--- src/rtl/fifo_pkg.sv ---
// Shared definitions for the parametrised synchronous FIFO.
// Provides the occupancy-counter width helper and the sticky error bundle.
package fifo_pkg;

  // Bits needed to hold an occupancy value from 0 up to and including depth.
  function automatic int cnt_w(input int depth);
    return $clog2(depth + 1);
  endfunction

  // Sticky error flags, kept together so they reset and clear as one unit.
  typedef struct packed {
    logic overflow;
    logic underflow;
  } fifo_err_t;

endpackage

--- src/rtl/fifo_wrap_ptr.sv ---
// Circular pointer register for the FIFO storage array.
// Ports:
//   clk  - clock, rising edge
//   rst  - synchronous active-high reset, pointer to 0
//   clr  - synchronous clear to 0 (used by flush), wins over inc
//   inc  - advance by one, wrapping from DEPTH-1 back to 0
//   ptr  - current pointer value
module fifo_wrap_ptr
  import fifo_pkg::*;
#(
  parameter int DEPTH = 6,
  localparam int PW = (DEPTH > 1) ? $clog2(DEPTH) : 1
) (
  input  logic          clk,
  input  logic          rst,
  input  logic          clr,
  input  logic          inc,
  output logic [PW-1:0] ptr
);

  // The wrap uses an explicit compare so that non-power-of-2 depths
  // never index past the last entry.
  always_ff @(posedge clk) begin
    if (rst || clr) begin
      ptr <= '0;
    end else if (inc) begin
      if (ptr == PW'(DEPTH - 1)) begin
        ptr <= '0;
      end else begin
        ptr <= ptr + 1'b1;
      end
    end
  end

endmodule

--- src/rtl/param_sync_fifo.sv ---
// Parametrised single-clock FIFO used between pipeline stages.
// Ports:
//   clk, rst        - clock and synchronous active-high reset
//   flush           - clears contents and pointers; error bits are kept
//   clr_err         - clears the sticky overflow/underflow bits
//   wr_en, wr_data  - push request and data
//   rd_en           - pop request
//   rd_data         - read word (FWFT: head of queue; else registered pop data)
//   rd_data_valid   - rd_data holds a valid word
//   full, empty, almost_full, almost_empty, count - occupancy status
//   overflow, underflow - sticky error flags
module param_sync_fifo
  import fifo_pkg::*;
#(
  parameter int WIDTH     = 8,
  parameter int DEPTH     = 6,
  parameter int AF_THRESH = 5,
  parameter int AE_THRESH = 1,
  parameter bit FWFT      = 1'b1,
  localparam int CW = cnt_w(DEPTH)
) (
  input  logic             clk,
  input  logic             rst,
  input  logic             flush,
  input  logic             clr_err,
  input  logic             wr_en,
  input  logic [WIDTH-1:0] wr_data,
  input  logic             rd_en,
  output logic [WIDTH-1:0] rd_data,
  output logic             rd_data_valid,
  output logic             full,
  output logic             empty,
  output logic             almost_full,
  output logic             almost_empty,
  output logic [CW-1:0]    count,
  output logic             overflow,
  output logic             underflow
);

  localparam int PW = (DEPTH > 1) ? $clog2(DEPTH) : 1;

  if (DEPTH < 2) begin : g_bad_depth
    $error("param_sync_fifo: DEPTH must be at least 2");
  end
  if (AF_THRESH < 1 || AF_THRESH > DEPTH) begin : g_bad_af
    $error("param_sync_fifo: AF_THRESH must be within 1..DEPTH");
  end
  if (AE_THRESH < 0 || AE_THRESH >= DEPTH) begin : g_bad_ae
    $error("param_sync_fifo: AE_THRESH must be within 0..DEPTH-1");
  end

  logic [WIDTH-1:0] mem [DEPTH];
  logic [PW-1:0]    wr_ptr;
  logic [PW-1:0]    rd_ptr;
  logic [CW-1:0]    count_q;
  fifo_err_t        err_q;

  logic pop_ok;
  logic push_ok;
  logic pop_acc;
  logic push_acc;
  logic ovf_set;
  logic unf_set;

  // Flags come straight from the registered count so they can never disagree.
  assign count        = count_q;
  assign empty        = (count_q == '0);
  assign full         = (count_q == CW'(DEPTH));
  assign almost_full  = (count_q >= CW'(AF_THRESH));
  assign almost_empty = (count_q <= CW'(AE_THRESH));
  assign overflow     = err_q.overflow;
  assign underflow    = err_q.underflow;

  // A simultaneous pop frees a slot, so a push into a full FIFO is still
  // accepted. An empty FIFO never bypasses a push into a same-cycle pop.
  // Flush overrides both requests and suppresses any error that cycle.
  assign pop_ok   = rd_en & ~empty;
  assign push_ok  = wr_en & (~full | pop_ok);
  assign pop_acc  = pop_ok & ~flush;
  assign push_acc = push_ok & ~flush;
  assign ovf_set  = wr_en & ~push_ok & ~flush;
  assign unf_set  = rd_en & empty & ~flush;

  fifo_wrap_ptr #(.DEPTH(DEPTH)) u_wr_ptr (
    .clk (clk),
    .rst (rst),
    .clr (flush),
    .inc (push_acc),
    .ptr (wr_ptr)
  );

  fifo_wrap_ptr #(.DEPTH(DEPTH)) u_rd_ptr (
    .clk (clk),
    .rst (rst),
    .clr (flush),
    .inc (pop_acc),
    .ptr (rd_ptr)
  );

  // Storage is deliberately left unreset.
  always_ff @(posedge clk) begin
    if (push_acc) begin
      mem[wr_ptr] <= wr_data;
    end
  end

  always_ff @(posedge clk) begin
    if (rst || flush) begin
      count_q <= '0;
    end else if (push_acc && !pop_acc) begin
      count_q <= count_q + 1'b1;
    end else if (!push_acc && pop_acc) begin
      count_q <= count_q - 1'b1;
    end
  end

  // A fresh error in the same cycle as clr_err overrides the clear.
  always_ff @(posedge clk) begin
    if (rst) begin
      err_q <= '0;
    end else begin
      if (clr_err) begin
        err_q <= '0;
      end
      if (ovf_set) begin
        err_q.overflow <= 1'b1;
      end
      if (unf_set) begin
        err_q.underflow <= 1'b1;
      end
    end
  end

  if (FWFT) begin : g_fwft
    // Head word is presented directly; forced to zero while empty so the
    // unreset storage never leaks onto the port.
    assign rd_data       = empty ? '0 : mem[rd_ptr];
    assign rd_data_valid = ~empty;
  end else begin : g_reg
    logic [WIDTH-1:0] rd_data_q;
    logic             rd_valid_q;

    // Registered read: the popped word lands one cycle after the pop edge,
    // valid pulses for that cycle only, and the data holds afterwards.
    always_ff @(posedge clk) begin
      if (rst) begin
        rd_data_q  <= '0;
        rd_valid_q <= 1'b0;
      end else if (flush) begin
        rd_valid_q <= 1'b0;
      end else begin
        rd_valid_q <= pop_acc;
        if (pop_acc) begin
          rd_data_q <= mem[rd_ptr];
        end
      end
    end

    assign rd_data       = rd_data_q;
    assign rd_data_valid = rd_valid_q;
  end

endmodule
--- config.mk ---
export PLATFORM = sky130hd
export DESIGN_NAME = param_sync_fifo
export DESIGN_NICKNAME = d
export VERILOG_FILES = /design/src/rtl/fifo_pkg.sv /design/src/rtl/fifo_wrap_ptr.sv /design/src/rtl/param_sync_fifo.sv
export SDC_FILE = /design/constraint.sdc
export NUM_CORES = 1
export LEC_CHECK = 0
export BUFFER_PORTS_ARGS = -buffer_cell sky130_fd_sc_hd__buf_4
export CORE_AREA = 2 2 75 77
export CTS_CLUSTER_DIAMETER = 60
export DETAILED_ROUTE_END_ITERATION = 7
export DIE_AREA = 0 0 77 79
export MAX_ROUTING_LAYER = met4
export PLACE_DENSITY_LB_ADDON = 0.25
export SYNTH_ARGS = -nofsm -noshare
export SYNTH_HDL_FRONTEND = slang
export SYNTH_SLANG_ARGS = --single-unit
--- constraint.sdc ---
create_clock -name clk -period 6.2 [get_ports clk]
set_input_delay 0.62 -clock clk [delete_from_list [all_inputs] [get_ports clk]]
set_output_delay 0.62 -clock clk [all_outputs]
set_load 0.01 [all_outputs]
### Word level (Yosys, flattened, before mapping)

Memory sizes are Yosys's and may differ from the RTL's. A register that Yosys moved wholly into a read port is not among the register bits.
Cells that the tools add are included.

| operators by class | value |
|---|---|
| reductions and logical operators | 9 |
| multiplexer cells | 12 |
| $lt $le $gt $ge | 2 |
| equality and inequality tests | 3 |
| bitwise gates (word level) | 13 |
| add/sub/neg operators | 4 |

Operators with widths:

| kind | number |
|---|---|
| $mux W3 | 6 |
| $add A3 B1 Y3 const B | 3 |
| $eq A3 B3 Y1 const B | 3 |
| $and A1 B1 Y1 | 8 |
| $mux W8 | 1 |
| $reduce_bool A2 Y1 | 3 |
| $mux W1 | 4 |
| $not A1 Y1 | 4 |
| $ge A3 B3 Y1 const B | 1 |
| $le A3 B1 Y1 const B | 1 |
| $logic_not A3 Y1 | 1 |
| $sub A3 B1 Y3 const B | 1 |
| $logic_and A1 B1 Y1 | 2 |
| $logic_not A1 Y1 | 2 |
| $mux W2 | 1 |
| $logic_or A1 B1 Y1 | 1 |
| $or A1 B1 Y1 | 1 |

| word-level totals | value |
|---|---|
| register bits after elaboration | 11 |
| memory bits (writable) | 48 |
| logic and storage cells | 49 |
| memories kept | 1 |
| output and inout bits | 18 |

Memories:

| name | depth | width | rd ports | clocked after memory_dff | wr ports | line | source |
|---|---|---|---|---|---|---|---|
| mem | 6 | 8 | 1 | 1 | 1 | param_sync_fifo.sv:52 | `logic [WIDTH-1:0] mem [DEPTH];` |

### Longest topological paths before layout

| logic depth | value |
|---|---|
| depth in word-level cells | 10 |
| depth in mapped cells | 10 |
| gate-level depth less buffers | 9 |

### Modules after synthesis

Synthesis repeated with hierarchy kept, for this count alone.

| second synthesis, totals | value |
|---|---|
| cell total of the unflattened synthesis | 169 |
| area, all modules | 2522.4 µm² |

By module, submodules not included:

| module | cells each | seq. area each (µm²) | instances | area each (µm²) |
|---|---|---|---|---|
| param_sync_fifo | 145 | 1541.5 | 1 | 2262.2 |
| fifo_wrap_ptr | 12 | 60.1 | 2 | 130.1 |

### Worst setup path after synthesis

No wires, ideal clock.

| timing path | value |
|---|---|
| path kind | flip-flop to flip-flop |
| start point | register count_q[0], in the netlist count[0] |
| end point | memory mem[4][0] (enable) |
| required time | 5.802 ns |
| slack | 3.577 ns |
| stages on the path, launching flop included | 7 |
| arrival time | 2.225 ns |
| setup time | 0.398 ns |
| path buffers | 1 |
| cell sequence | dfxtp_1 inv_1 ha_1 and3b_1 buf_6 nand2b_1 nor4b_1 |

| between the ends | value |
|---|---|
| cells in the longest elaborated chain, start to end | 8 |
| elaborated cells between the ends (all ways) | 10 |
| classes of those cells | eq/ne (1); mux (2); bitwise (6); reduce/logical (1) |

RTL lines:

| item | line | source |
|---|---|---|
| from (decl) | param_sync_fifo.sv:55 | `logic [CW-1:0] count_q;` |
| from (signal assigned) | param_sync_fifo.sv:111 | `count_q <= count_q + 1'b1;` |
| from (signal assigned) | param_sync_fifo.sv:113 | `count_q <= count_q - 1'b1;` |
| $logic_not A3 Y1 | param_sync_fifo.sv:67 | `assign empty = (count_q == '0);` |
| $not A1 Y1 | param_sync_fifo.sv:77 | `assign pop_ok = rd_en & ~empty;` |
| $and A1 B1 Y1 | param_sync_fifo.sv:77 |  |
| $or A1 B1 Y1 (*) | param_sync_fifo.sv:78 | `assign push_ok = wr_en & (~full \| pop_ok);` |
| $and A1 B1 Y1 (*) | param_sync_fifo.sv:78 |  |
| $and A1 B1 Y1 (*) | param_sync_fifo.sv:80 | `assign push_acc = push_ok & ~flush;` |
| $mux W1 (*) | param_sync_fifo.sv:102 | `if (push_acc) begin` |
| $mux W1 (not written as such) (*) | param_sync_fifo.sv:103 | `mem[wr_ptr] <= wr_data;` |
| to (decl) | param_sync_fifo.sv:52 |  |

Mark *: on every way between the ends. The rest lies on a longest branch, timed or not.

### Worst setup path in the final report

| timing path | value |
|---|---|
| start point | register count_q[0], in the netlist count[0] |
| end point | output port rd_data[0] |

| between the ends | value |
|---|---|
| cells in the longest elaborated chain, start to end | 2 |

RTL lines:

| item | line | source |
|---|---|---|
| $logic_not A3 Y1 | param_sync_fifo.sv:67 |  |
| $mux W8 | param_sync_fifo.sv:137 | `assign rd_data = empty ? '0 : mem[rd_ptr];` |
| to (decl) | param_sync_fifo.sv:29 | `output logic [WIDTH-1:0] rd_data,` |

No other way between the ends.

==> flow_summary.toml <==
[pwr]
clkPwrFrac_pct = 38.7
internal_power_uw = 656.8
p_per_area_nw_per_um2 = 273.4
p_leak_nw = 1.066
pwr-share-comb_pct = 6.8
p_sw_share_pct = 21.50
vdd_drop_max_mv = 0.1195
p_seq_share_pct = 54.5
p_switching_uw = 179.9

[floorplanning]
initial_utilization_pct = 48.15
core_area_sq_um = 5338
rows = 27
die_x_um = 77
fp.dieH_um = 79
ios = 32
die_area_sq_um = 6083

[timing]
tightestPinTransition_ns = 0.8680
final-setup-viol-count = 0
slew_viol_final = 0
fin_crit_ns = 2.812
fin_crit_sh_pct = 45.35
slew_headroom_pct = 42.05
final-hold-violation-count = 0
clock.fmax_mhz = 355.6
skew_ns = 0.006053
rsz0062_at_grt = "no"
fin_tns_setup_ns = 0

[synthesis]
synth_simple_gate_area_share_pct = 7.936
yosysMostFrequentCell = "edfxtp_1"
synth_area_leaders = "edfxtp_1, dfxtp_1, mux2i_1, mux2_2, ha_1"
synth_xor_area_share_pct = 0.6816
syn_avg_cell_area_sq_um = 14.52
synth_cell_types = 35
synth.net_count = 197
yosys.area.top_type = "edfxtp_1"
yosys_warnings = 0
async_reset_ff_share_pct = 0
synth_fa_ha_area_share_pct = 2.921
netlist_area_sq_um = 2570
synth_cells = 177
synth_edf_count = 48
yosys-top-cells-count = "edfxtp_1, mux2i_1, dfxtp_1"
synth_top_area_share_pct = 56.09
synthMuxAreaShare_pct = 10.52
seq_area_frac_synth_pct = 66.99
synth_top_family_by_area = "multiplexers"
synthFlopType = "edfxtp_1"
ys_seq_elements = 62
synth_compound_area_share_pct = 8.520

[clocking]
clock_sinks = 62
holdBufCountCts = 0
post_cts_resize_count = 0
clkLatencyLatePin_ns = 0.33
numCtsBuffers = 9
root_buffer = "clkbuf_8"
cts_tree = "done"
path_clk_slew_ns = 0.06
htree_levels = 3
cts_setup_buffers = 0
clockBufferDepth = 2

[worst_setup_path]
startpoint_type = "flip-flop"
worstPathMaxFanout = 13
cp_data_required_time_ns = 5.58
crit_path_end_kind = "primary output"
cp_data_arrival_time_ns = 2.19
crit_type = "reg2out"

[finish]
diodes = 0
layout-drive-gt1-share_pct = 26.82
seq_area_sq_um = 1722
num-nets-final = 236
n_fill_cell = 481
areaGrowthSynthToFinish_pct = 19.08
multiInputGateArea_sq_um = 785.8
stdcell_area_sq_um = 3060

[route]
ant_nets = 0
drt_iter0_markers = 121
num_vias = 1560
dr.pass1.iters = 4
route.detailed.drc = 0
wl_per_cell_um = 17.66
drt-total-wl_um = 5158
vias_per_cell = 5.342

[global_route]
antenna_found_initial = 0
grt_util_all_layers_pct = 19.51
grt_pass1_wl_um = 8397
grt_max_degree = 17
grt_overflow = 0
grt_pass1_vias = 1640

[place]
place_congestion = 0.7269
dp_hpwl_um = 3379
numPortBuffers = 31
dpl_cell_area_sq_um = 2883

[min_path]
worstHoldPathType = "in2reg"

[job]
cap_violations = 0

[status]
outcome = "finished, final reports clean"
==> through the flow <==
stage,hold WS [ns],utilization (%),setup slack (ns),power (mW),std cells
after CTS,0.4461,57.34,3.369,0.8457,292
after detailed placement,0.4970,54.01,3.742,0.5219,277
after floorplan,0.4699,-,3.577,0.4919,177
after global routing,0.4629,57.34,3.201,0.8699,292
after global placement,0.4829,54.01,3.824,0.5191,277
final,0.4630,57.34,3.388,0.8368,292
==> worst paths after layout <==
path | from | endpoint | slack, ns | depth (start not counted)
worst min-delay path | rst | overflow | 0.46 | 2
worst max register to register | count[0] | count[2] | 3.90 | 7
worst max-delay path | count[0] | rd_data[0] | 3.39 | 6
worst min register to register | u_rd_ptr.ptr[1] | u_rd_ptr.ptr[1] | 0.54 | 2
==> critical path, cell delays in order (launching register included) <==
cell and delay (ns):
dfxtp_1 0.44, inv_1 0.14, ha_1 0.21, nand2b_1 0.38, o21ai_0 0.21, a221oi_1 0.30
buf_4 0.18
==> metal layers <==
layer	vias up	track usage, %	routed length (um)
li1	754	-	-
met1	755	22.66	2170
met2	49	31.67	2662
met3	2	6.136	297
met4	0	8.393	27
met5	-	-	0
==> power groups by stage <==
stage | registers [mW] | clock network, mW | logic, mW
floorplan | 0.464 | 0 | 0.0277
global placement | 0.464 | 0 | 0.0549
detailed placement | 0.465 | 0 | 0.0573
CTS | 0.456 | 0.332 | 0.0577
global route | 0.456 | 0.351 | 0.0633
finish | 0.456 | 0.324 | 0.0572
==> cell families (layout without fill, tap and decap cells) <==
logic type,after synthesis,in the layout
AND/OR/NAND/NOR,34,34
adder cells (fa/ha/maj),6,6
buffers and inverters,13,56
multiplexers,26,26
AO/OA/AOI/OAI,34,34
flip-flops,62,62
XOR/XNOR,2,2
==> placed cells by master (no fill, tap or decap), types with 2 or more instances in the layout <==
master,count
mux2_2,8
o21ai_0,12
clkinv_2,4
clkbuf_8,9
a21oi_1,8
nor4b_1,2
o21a_1,2
mux2i_1,18
inv_1,6
edfxtp_1,48
a221oi_1,8
ha_1,6
nor2b_1,4
nand2_1,2
or3_1,2
buf_4,35
dfxtp_1,14
nand2b_1,6
nor4_1,2
nor2_1,8
==> cell type report <==
type                            instances  area share [%]
Sequential cell                        62           56.25
Multi-Input combinational cell        102           25.67
Timing Repair Buffer                   35           8.585
Clock buffer                            9           4.047
Tap cell                               72           2.944
Clock inverter                          6           1.758
Inverter                                6          0.7359
==> state kept, by name, summed over array words and instances (netlist names), named ones only <==
signal	flops
underflow	1
overflow	1
mem	48
u_wr_ptr.ptr	3
count	3
u_rd_ptr.ptr	3
No activity file was read; power rests on OpenSTA's default activity.
